## src/rtl/mul_div_unit_pkg.sv

```systemverilog
// Shared definitions for the iterative HI/LO multiply/divide unit.
// Holds the op encodings, FSM state type and iteration count.
package mul_div_unit_pkg;

  localparam logic [1:0] OP_MULT  = 2'b00;
  localparam logic [1:0] OP_MULTU = 2'b01;
  localparam logic [1:0] OP_DIV   = 2'b10;
  localparam logic [1:0] OP_DIVU  = 2'b11;

  localparam int ITER  = 32;
  localparam int CNT_W = $clog2(ITER);

  typedef enum logic [1:0] {
    ST_IDLE,
    ST_CALC,
    ST_FIX,
    ST_DONE
  } mdu_state_e;

endpackage

```

## src/rtl/mul_div_unit.sv

```systemverilog
// Iterative 32x32 multiply / 32/32 divide producing HI/LO results.
// One radix-2 step per cycle on a single 65-bit shared accumulator.
module mul_div_unit
  import mul_div_unit_pkg::*;
#(
  parameter logic [31:0] DIV0_LO = 32'hFFFFFFFF
) (
  input  logic        clk,
  input  logic        rst,
  input  logic        start,
  input  logic [1:0]  op,
  input  logic [31:0] a,
  input  logic [31:0] b,
  output logic        busy,
  output logic        done,
  output logic        hi_we,
  output logic        lo_we,
  output logic [31:0] hi_out,
  output logic [31:0] lo_out,
  output mdu_state_e  stateDbg
);

  // Handshake: start is sampled only in IDLE (busy=0); busy stays high from
  // the cycle after acceptance through DONE; done/hi_we/lo_we pulse for the
  // single DONE cycle, when hi_out/lo_out carry the result.

  mdu_state_e        state, nextState;
  logic [1:0]        opReg;
  logic [31:0]       aReg;
  logic              bZero;
  logic              negA, negB;
  logic [32:0]       magB;
  logic [64:0]       acc;
  logic [CNT_W-1:0]  cnt;
  logic              fixStage;

  logic              inSigned, inNegA, inNegB;
  logic [32:0]       inMagA, inMagB;
  logic              isDiv;
  logic [32:0]       mulSum;
  logic [64:0]       mulNext;
  logic [64:0]       divShift;
  logic [32:0]       divTrial;
  logic [64:0]       divNext;
  logic [63:0]       prodFix;
  logic [31:0]       quotFix, remFix;
  logic [63:0]       fixed;

  // Magnitudes are 33 bits so that -2^31 converts to +2^31 without overflow.
  always_comb begin
    inSigned = (op == OP_MULT) || (op == OP_DIV);
    inNegA   = inSigned && a[31];
    inNegB   = inSigned && b[31];
    inMagA   = inNegA ? (33'd0 - {a[31], a}) : {1'b0, a};
    inMagB   = inNegB ? (33'd0 - {b[31], b}) : {1'b0, b};
  end

  always_comb begin
    isDiv    = (opReg == OP_DIV) || (opReg == OP_DIVU);
    mulSum   = {1'b0, acc[63:32]} + (acc[0] ? magB : 33'd0);
    mulNext  = {1'b0, mulSum, acc[31:1]};
    divShift = {acc[63:0], 1'b0};
    divTrial = divShift[64:32] - magB;
    divNext  = (divShift[64:32] >= magB) ? {divTrial, divShift[31:1], 1'b1} : divShift;
  end

  // Sign correction: quotient truncates toward zero, remainder follows dividend.
  always_comb begin
    prodFix = (negA ^ negB) ? (64'd0 - acc[63:0]) : acc[63:0];
    quotFix = (negA ^ negB) ? (32'd0 - acc[31:0]) : acc[31:0];
    remFix  = negA ? (32'd0 - acc[63:32]) : acc[63:32];
    fixed   = prodFix;
    if (isDiv) begin
      fixed = bZero ? {aReg, DIV0_LO} : {remFix, quotFix};
    end
  end

  always_ff @(posedge clk or posedge rst) begin
    if (rst) begin
      state <= ST_IDLE;
    end else begin
      state <= nextState;
    end
  end

  always_comb begin
    nextState = state;
    case (state)
      ST_IDLE: if (start) nextState = ST_CALC;
      ST_CALC: if (cnt == CNT_W'(ITER - 1)) nextState = ST_FIX;
      ST_FIX:  if (fixStage) nextState = ST_DONE;
      ST_DONE: nextState = ST_IDLE;
      default: nextState = ST_IDLE;
    endcase
  end

  // FIX takes two cycles: apply sign correction, then publish to HI/LO outputs.
  always_ff @(posedge clk or posedge rst) begin
    if (rst) begin
      opReg    <= OP_MULT;
      aReg     <= '0;
      bZero    <= 1'b0;
      negA     <= 1'b0;
      negB     <= 1'b0;
      magB     <= '0;
      acc      <= '0;
      cnt      <= '0;
      fixStage <= 1'b0;
      hi_out   <= '0;
      lo_out   <= '0;
    end else begin
      case (state)
        ST_IDLE: begin
          if (start) begin
            opReg    <= op;
            aReg     <= a;
            bZero    <= (b == 32'd0);
            negA     <= inNegA;
            negB     <= inNegB;
            magB     <= inMagB;
            acc      <= {32'd0, inMagA};
            cnt      <= '0;
            fixStage <= 1'b0;
          end
        end
        ST_CALC: begin
          acc <= isDiv ? divNext : mulNext;
          cnt <= cnt + 1'b1;
        end
        ST_FIX: begin
          if (!fixStage) begin
            acc      <= {1'b0, fixed};
            fixStage <= 1'b1;
          end else begin
            hi_out <= acc[63:32];
            lo_out <= acc[31:0];
          end
        end
        default: ;
      endcase
    end
  end

  assign busy     = (state != ST_IDLE);
  assign done     = (state == ST_DONE);
  assign hi_we    = done;
  assign lo_we    = done;
  assign stateDbg = state;

endmodule

```

## config.mk

```make
export PLATFORM = sky130hd
export DESIGN_NAME = mul_div_unit
export DESIGN_NICKNAME = d
export VERILOG_FILES = /design/src/rtl/mul_div_unit_pkg.sv /design/src/rtl/mul_div_unit.sv
export SDC_FILE = /design/constraint.sdc
export NUM_CORES = 1
export LEC_CHECK = 0
export BUFFER_PORTS_ARGS = -buffer_cell sky130_fd_sc_hd__buf_4
export CAP_MARGIN = 20
export CELL_PAD_IN_SITES_DETAIL_PLACEMENT = 2
export CELL_PAD_IN_SITES_GLOBAL_PLACEMENT = 2
export CORE_MARGIN = 3
export CORE_UTILIZATION = 37
export DETAILED_ROUTE_END_ITERATION = 16
export PLACE_DENSITY = 0.78
export SETUP_SLACK_MARGIN = 0.05
export SYNTH_ARGS = -nofsm -noshare
export SYNTH_HDL_FRONTEND = slang
export SYNTH_SLANG_ARGS = --single-unit
```

## constraint.sdc

```tcl
create_clock -name clk -period 8.34 [get_ports clk]
set_input_delay 0.834 -clock clk [delete_from_list [all_inputs] [get_ports clk]]
set_output_delay 0.834 -clock clk [all_outputs]
set_load 0.05 [all_outputs]
```

==> impl_summary.log, run 1 <==
[metrics] area of the multi-input gates: 0.0104 sq mm
[metrics] Syn. warnings: 0
[metrics] Avg WL per Cell: 26.2 microns
[metrics] Data arrival, critical path: 5.08 ns
[metrics] Most common cell on crit path: sky130_fd_sc_hd__a21oi_1
[metrics] commonest non-fill, non-tap cell in the layout: sky130_fd_sc_hd__o21ai_0
[metrics] most used cells in the layout excluding fill and tap cells: 221 x sky130_fd_sc_hd__o21ai_0, 204 x sky130_fd_sc_hd__dfrtp_1, 185 x sky130_fd_sc_hd__nand2_1
[metrics] Tightest Pin Transition: 1.09 ns
[metrics] Post-Syn Instances: 1986
[metrics] Slew headroom: 27.4%
[metrics] diode insertion count for antenna repair: 0
[metrics] source-to-sink clock delay at the later pin of the worst-skew pair: 0.59 ns
[metrics] total number of nets in the final design: 2170
[metrics] reg2reg start: acc[5]
[metrics] crit start category: register
[metrics] post-route clock period utilization: 55.6%
[metrics] Placement Rows: 76
[metrics] share of the yosys chip area belonging to registers: 31.4%
[metrics] initial core utilization: 37.7%
[metrics] vertical extent of the die: 216 microns
[metrics] net count of the mapped netlist: 2132
[metrics] number of register bits inferred by synthesis: 205
[metrics] final setup vio count: 0
[metrics] iteration-0 DRC count of the detailed router: 1053
[metrics] Worst Path Class, Setup: register to register
[metrics] overall fraction of global-route tracks in use: 29.1%
[metrics] required arrival time at the worst endpoint: 8.78 ns
[metrics] cell with the largest stage delay on the worst path: sky130_fd_sc_hd__nor4_1
[metrics] Clk Tree Root Cell: sky130_fd_sc_hd__clkbuf_16
[metrics] Clock transition at path regs: 0.06 ns
[metrics] worst hold path type: input port to async pin
[metrics] nature of the critical path endpoint: register
[metrics] TritonCTS clock tree: yes
[metrics] CTS max path bufs: 3
[metrics] final slew viol count: 0
[metrics] residual antenna-violating net count after detailed routing: 0
[metrics] max frequency: 0.215 GHz
[metrics] unrepaired setup endpoints after global routing: false
[metrics] leakage power summed over all cells: 8.26 nW
[metrics] global-route congestion overflow total: 0
[metrics] critical path fanouts, max: 11
[metrics] drt first pass iters: 5
[metrics] Vias per Instance: 6.08
[metrics] primary flip-flop cell chosen by synthesis mapping: sky130_fd_sc_hd__dfrtp_1
[metrics] final hold violations: 0
[metrics] Reg2Reg Depth: 9
[metrics] filler cell count in the final layout: 4900
[metrics] maximum level of the CTS H-tree: 1
[metrics] count of input and output buffers: 138
[metrics] pin count of the biggest net entering global routing: 112
[metrics] WL final: 68900 microns
[metrics] slack of the worst reg-to-reg path: 3.70 ns
[metrics] Resized cells post-CTS: 0
[metrics] first-pass GRT wire length: 107000 microns
[metrics] fraction of registers with async set or reset after synthesis: 100%
[metrics] Post-DP HPWL: 50600 microns
[metrics] max-capacitance violation count: 0
[metrics] final estimated routing congestion in global placement: 0.887
[metrics] finished layout cell area: 0.0187 sq mm
[metrics] P&R area growth vs syn: 14.5%
[metrics] total of hold buffers inserted after clock tree synthesis: 0
[metrics] clock period minus worst slack: 4.64 ns
[metrics] vias in the first global route: 17396
[metrics] syn avg cell area: 8.22 sq um
[metrics] Core Area: 0.0434 sq mm
[metrics] die extent in x: 216 microns
[metrics] Post-synth EDFFs: 0
[metrics] cell area power density: 464 mW/mm^2
[metrics] die area: 0.0467 sq mm
[metrics] CP max stage delay: 0.90 ns
[metrics] cells traversed along the worst timing path: nor4_1 -> nand3_1 -> nor4_4 -> nand2_1 -> nor2_1 -> a21oi_1 -> o311a_1 -> a21oi_1 -> o21ai_1
[metrics] initial antenna violation count: 7
[metrics] cell area reported after detailed placement: 0.0177 sq mm
[metrics] number of clock sinks: 205
[metrics] number of clock buffers inserted by TritonCTS: 28
[metrics] maximum vdd ir drop: 0.000207 V
[metrics] IO Pins: 139
[metrics] Synth Cell Area: 0.0163 sq mm
[metrics] count of vias placed by the detailed router: 16006
[metrics] end of the worst register-to-register path: acc[59]
[metrics] worst clock skew on the final layout: 0.0213 ns
[metrics] sum of negative setup slack: 0 ns
[metrics] register cell area after layout: 0.00513 sq mm
[metrics] share of post-route cells with drive strength above 1: 16.2%
[metrics] post-route DRC violation count: 0
[metrics] result of the run: finished, final reports clean
[metrics] distinct cell type count of the synthesized netlist: 81
[metrics] post-CTS setup buffer count: 0
-- power breakdown --
part	internal, mW	switching (mW)	total, mW
Sequential	1.44	0.588	2.03
Clock	0.770	0.516	1.29
Combinational	1.87	3.50	5.37
-- cell usage after synthesis (15+ instances only) --
library cell,count,area [sq um]
sky130_fd_sc_hd__o21ai_0,221,1110
sky130_fd_sc_hd__dfrtp_1,205,5130
sky130_fd_sc_hd__nand2_1,187,702
sky130_fd_sc_hd__nor2_1,166,623
sky130_fd_sc_hd__a21oi_1,136,681
sky130_fd_sc_hd__clkbuf_1,133,499
sky130_fd_sc_hd__xnor2_1,86,753
sky130_fd_sc_hd__mux2_2,85,957
sky130_fd_sc_hd__ha_1,75,938
sky130_fd_sc_hd__inv_1,70,263
sky130_fd_sc_hd__xor2_1,67,587
sky130_fd_sc_hd__nor3_1,50,250
sky130_fd_sc_hd__mux2i_1,44,440
sky130_fd_sc_hd__o211ai_1,38,285
sky130_fd_sc_hd__a21o_1,35,263
sky130_fd_sc_hd__nand3_1,33,165
sky130_fd_sc_hd__nor4_1,22,138
sky130_fd_sc_hd__a31oi_1,20,125
sky130_fd_sc_hd__o21ai_1,18,90.1
sky130_fd_sc_hd__a211oi_1,15,113
sky130_fd_sc_hd__and3_1,15,93.8
sky130_fd_sc_hd__nand4_1,15,93.8
-- metrics by stage --
stage          hold WS (ns)  utilization (%)  power, mW  std cells  worst slack [ns]
4_1_cts               0.452             43.1       8.67       2630              3.80
3_3_place_gp          0.467             40.7       7.05       2576              3.94
5_1_grt               0.492             43.1       9.29       2631              3.54
2_1_floorplan         0.449                -       5.55       1986              1.91
6_report              0.407             43.1       8.68       2631              3.70
3_5_place_dp          0.472             40.8       7.31       2578              3.85
-- worst max-delay path, delay by kind of cell, from the launching register on --
kind             cells  cell delay [ns]
flip-flops           1             0.48
AND/OR/NAND/NOR      5             3.18
AO/OA/AOI/OAI        4             0.82
-- routing by layer --
metal  vias to the layer above  global-route usage [%]  routed length, microns
li1                       7223                       -                       -
met1                      8236                    39.2                   30600
met2                       417                    48.3                   32400
met3                       120                    4.96                    3860
met4                        10                    8.21                    1990
met5                         -                       0                      65
-- cells by family (layout without fill, tap and decap cells) --
family	Yosys count	in the layout	share of synthesized area, %
AO/OA/AOI/OAI	615	615	23.1
AND/OR/NAND/NOR	584	584	17.3
buffers and inverters	223	283	5.39
flip-flops	205	205	31.4
XOR/XNOR	153	153	8.20
multiplexers	129	129	8.56
adder cells (fa/ha/maj)	77	77	5.99
-- cell type report --
cell class	instances	area share, %
clock buffer	42	4.56
clock inverter	10	0.709
inverter	72	1.49
multi-input combinational	1558	55.4
sequential	205	27.5
tap	585	3.92
timing repair buffer	159	6.49
-- state kept, by name (all words and copies together), names as in the netlist, 2 cells and up --
signal / cells
acc: 64
hi_out: 32
lo_out: 32
stateDbg: 2
magB: 33
cnt: 5
aReg: 32
-- worst max-delay path by stage --
stage	start	end	cells past startpoint
4_1_cts	acc[34]	acc[45]	12
2_1_floorplan	rst	aReg[0]	1
3_3_place_gp	acc[34]	acc[45]	12
3_5_place_dp	acc[34]	acc[45]	12
6_report	acc[5]	acc[59]	9
5_1_grt	acc[34]	acc[45]	12
(Power assumes the default switching activity.)
==> run 2: changes to the inputs <==
Clock period 8.34 ns to 4.55 ns, I/O delays scaled along.
==> impl_summary.log, run 2 (synthesis gave the netlist of run 1 again) <==
[metrics] max-capacitance violation count: 0
[metrics] first-pass GRT wire length: 108000 microns
[metrics] nature of the critical path endpoint: register
[metrics] die extent in x: 216 microns
[metrics] filler cell count in the final layout: 4926
[metrics] Resized cells post-CTS: 0
[metrics] overall fraction of global-route tracks in use: 29.4%
[metrics] vias in the first global route: 17417
[metrics] total number of nets in the final design: 2201
[metrics] initial antenna violation count: 2
[metrics] worst hold path type: input port to async pin
[metrics] clock period minus worst slack: 4.16 ns
[metrics] Vias per Instance: 6.07
[metrics] WL final: 69700 microns
[metrics] most used cells in the layout excluding fill and tap cells: 221 x sky130_fd_sc_hd__o21ai_0, 204 x sky130_fd_sc_hd__dfrtp_1, 187 x sky130_fd_sc_hd__buf_4
[metrics] core utilization of the finished layout: 43.6%
[metrics] final setup vio count: 0
[metrics] share of post-route cells with drive strength above 1: 17.2%
[metrics] cell area power density: 846 mW/mm^2
[metrics] residual antenna-violating net count after detailed routing: 0
[metrics] final hold violations: 0
[metrics] commonest non-fill, non-tap cell in the layout: sky130_fd_sc_hd__o21ai_0
[metrics] Core Area: 0.0434 sq mm
[metrics] Post-DP HPWL: 51600 microns
[metrics] Worst Path Class, Setup: register to register
[metrics] maximum level of the CTS H-tree: 1
[metrics] final estimated routing congestion in global placement: 0.955
[metrics] drt first pass iters: 5
[metrics] number of clock buffers inserted by TritonCTS: 27
[metrics] registers with the most flip-flops: acc: 64 flops, magB: 33 flops
[metrics] Clock transition at path regs: 0.06 ns
[metrics] result of the run: finished, final reports clean
[metrics] Tightest Pin Transition: 1.03 ns
[metrics] source-to-sink clock delay at the later pin of the worst-skew pair: 0.58 ns
[metrics] IO Pins: 139
[metrics] number of clock sinks: 205
[metrics] vertical extent of the die: 216 microns
[metrics] Placement Rows: 76
[metrics] initial core utilization: 37.7%
[metrics] CTS max path bufs: 3
[metrics] required arrival time at the worst endpoint: 5.06 ns
[metrics] pin count of the biggest net entering global routing: 162
[metrics] global-route congestion overflow total: 0
[metrics] iteration-0 DRC count of the detailed router: 1248
[metrics] die area: 0.0467 sq mm
[metrics] Data arrival, critical path: 4.67 ns
[metrics] total of hold buffers inserted after clock tree synthesis: 0
[metrics] Worst Slack Setup Final: 0.388 ns
[metrics] post-route DRC violation count: 0
[metrics] P&R area growth vs syn: 15.7%
[metrics] register containing the most flip-flops in the final layout: acc
[metrics] diode insertion count for antenna repair: 0
[metrics] max frequency: 0.240 GHz
[metrics] TritonCTS clock tree: yes
[metrics] critical path fanouts, max: 34
[metrics] Slew headroom: 30.4%
[metrics] smallest hold slack: 0.100 ns
[metrics] count of input and output buffers: 138
[metrics] maximum vdd ir drop: 0.000491 V
[metrics] unrepaired setup endpoints after global routing: false
[metrics] leakage power summed over all cells: 8.39 nW
[metrics] max FFs per register: 64
[metrics] worst clock skew on the final layout: 0.0123 ns
[metrics] sum of negative setup slack: 0 ns
[metrics] count of vias placed by the detailed router: 16156
[metrics] post-route clock period utilization: 91.5%
[metrics] cell area reported after detailed placement: 0.0180 sq mm
[metrics] Avg WL per Cell: 26.2 microns
[metrics] Placement Setup Slack: 0.532 ns
[metrics] crit start category: register
[metrics] final slew viol count: 0
[metrics] finished layout cell area: 0.0189 sq mm
[metrics] Clk Tree Root Cell: sky130_fd_sc_hd__clkbuf_16
[metrics] post-CTS setup buffer count: 0
==> run 2: stage by stage <==
stage          power (mW)  cells
2_1_floorplan        10.2   1986
3_3_place_gp         13.0   2610
3_5_place_dp         13.5   2610
4_1_cts              16.0   2659
5_1_grt              17.1   2660
6_report             16.0   2660
==> run 2: path summary, 6_finish.rpt <==
path | startpoint | to | slack [ns] | cells past startpoint
max in group asynchronous | rst | magB[13] | 3.65 | 3
hold reg to reg | magB[9] | magB[9] | 0.48 | 2
setup / recovery | acc[37] | acc[45] | 0.39 | 13
hold / removal | rst | acc[6] | 0.10 | 3
min in group clk | op[1] | opReg[1] | 0.13 | 2
setup reg to reg | acc[37] | acc[45] | 0.39 | 13
==> run 2: cell type report <==
type	instances	area (sq um)	area share [%]
multi-input combinational	1558	10400	54.8
sequential	205	5130	27.2
timing repair buffer	191	1480	7.80
clock buffer	38	757	4.00
tap	585	732	3.87
inverter	72	274	1.45
clock inverter	11	178	0.940
==> run 2: per-layer routing <==
layer / part of all wire, % / vias up / track usage (%)
met5: 0.016 / - / 0
met4: 2.9 / 2 / 8.43
met3: 5.5 / 114 / 4.21
met2: 47 / 462 / 48.8
met1: 45 / 8299 / 40.0
li1: - / 7279 / -
==> run 2: worst max-delay path, cell delays in order (launching register included) <==
cell and delay, ns:
sky130_fd_sc_hd__dfrtp_1 0.60, sky130_fd_sc_hd__ha_1 0.37, sky130_fd_sc_hd__and2_1 0.21, sky130_fd_sc_hd__a221oi_1 0.38, sky130_fd_sc_hd__o21a_1 0.16, sky130_fd_sc_hd__o21ai_0 0.24, sky130_fd_sc_hd__a41oi_1 0.55, sky130_fd_sc_hd__o31ai_1 0.17
sky130_fd_sc_hd__buf_4 0.19, sky130_fd_sc_hd__a21oi_4 0.16, sky130_fd_sc_hd__buf_12 0.23, sky130_fd_sc_hd__mux2i_1 0.14, sky130_fd_sc_hd__a2111oi_0 0.48, sky130_fd_sc_hd__a221o_1 0.20
==> run 2: where the power goes <==
group,internal [mW],switching (mW)
Combinational,3.53,6.52
Clock,1.39,0.895
Sequential,2.64,1.01
Total,7.56,8.43
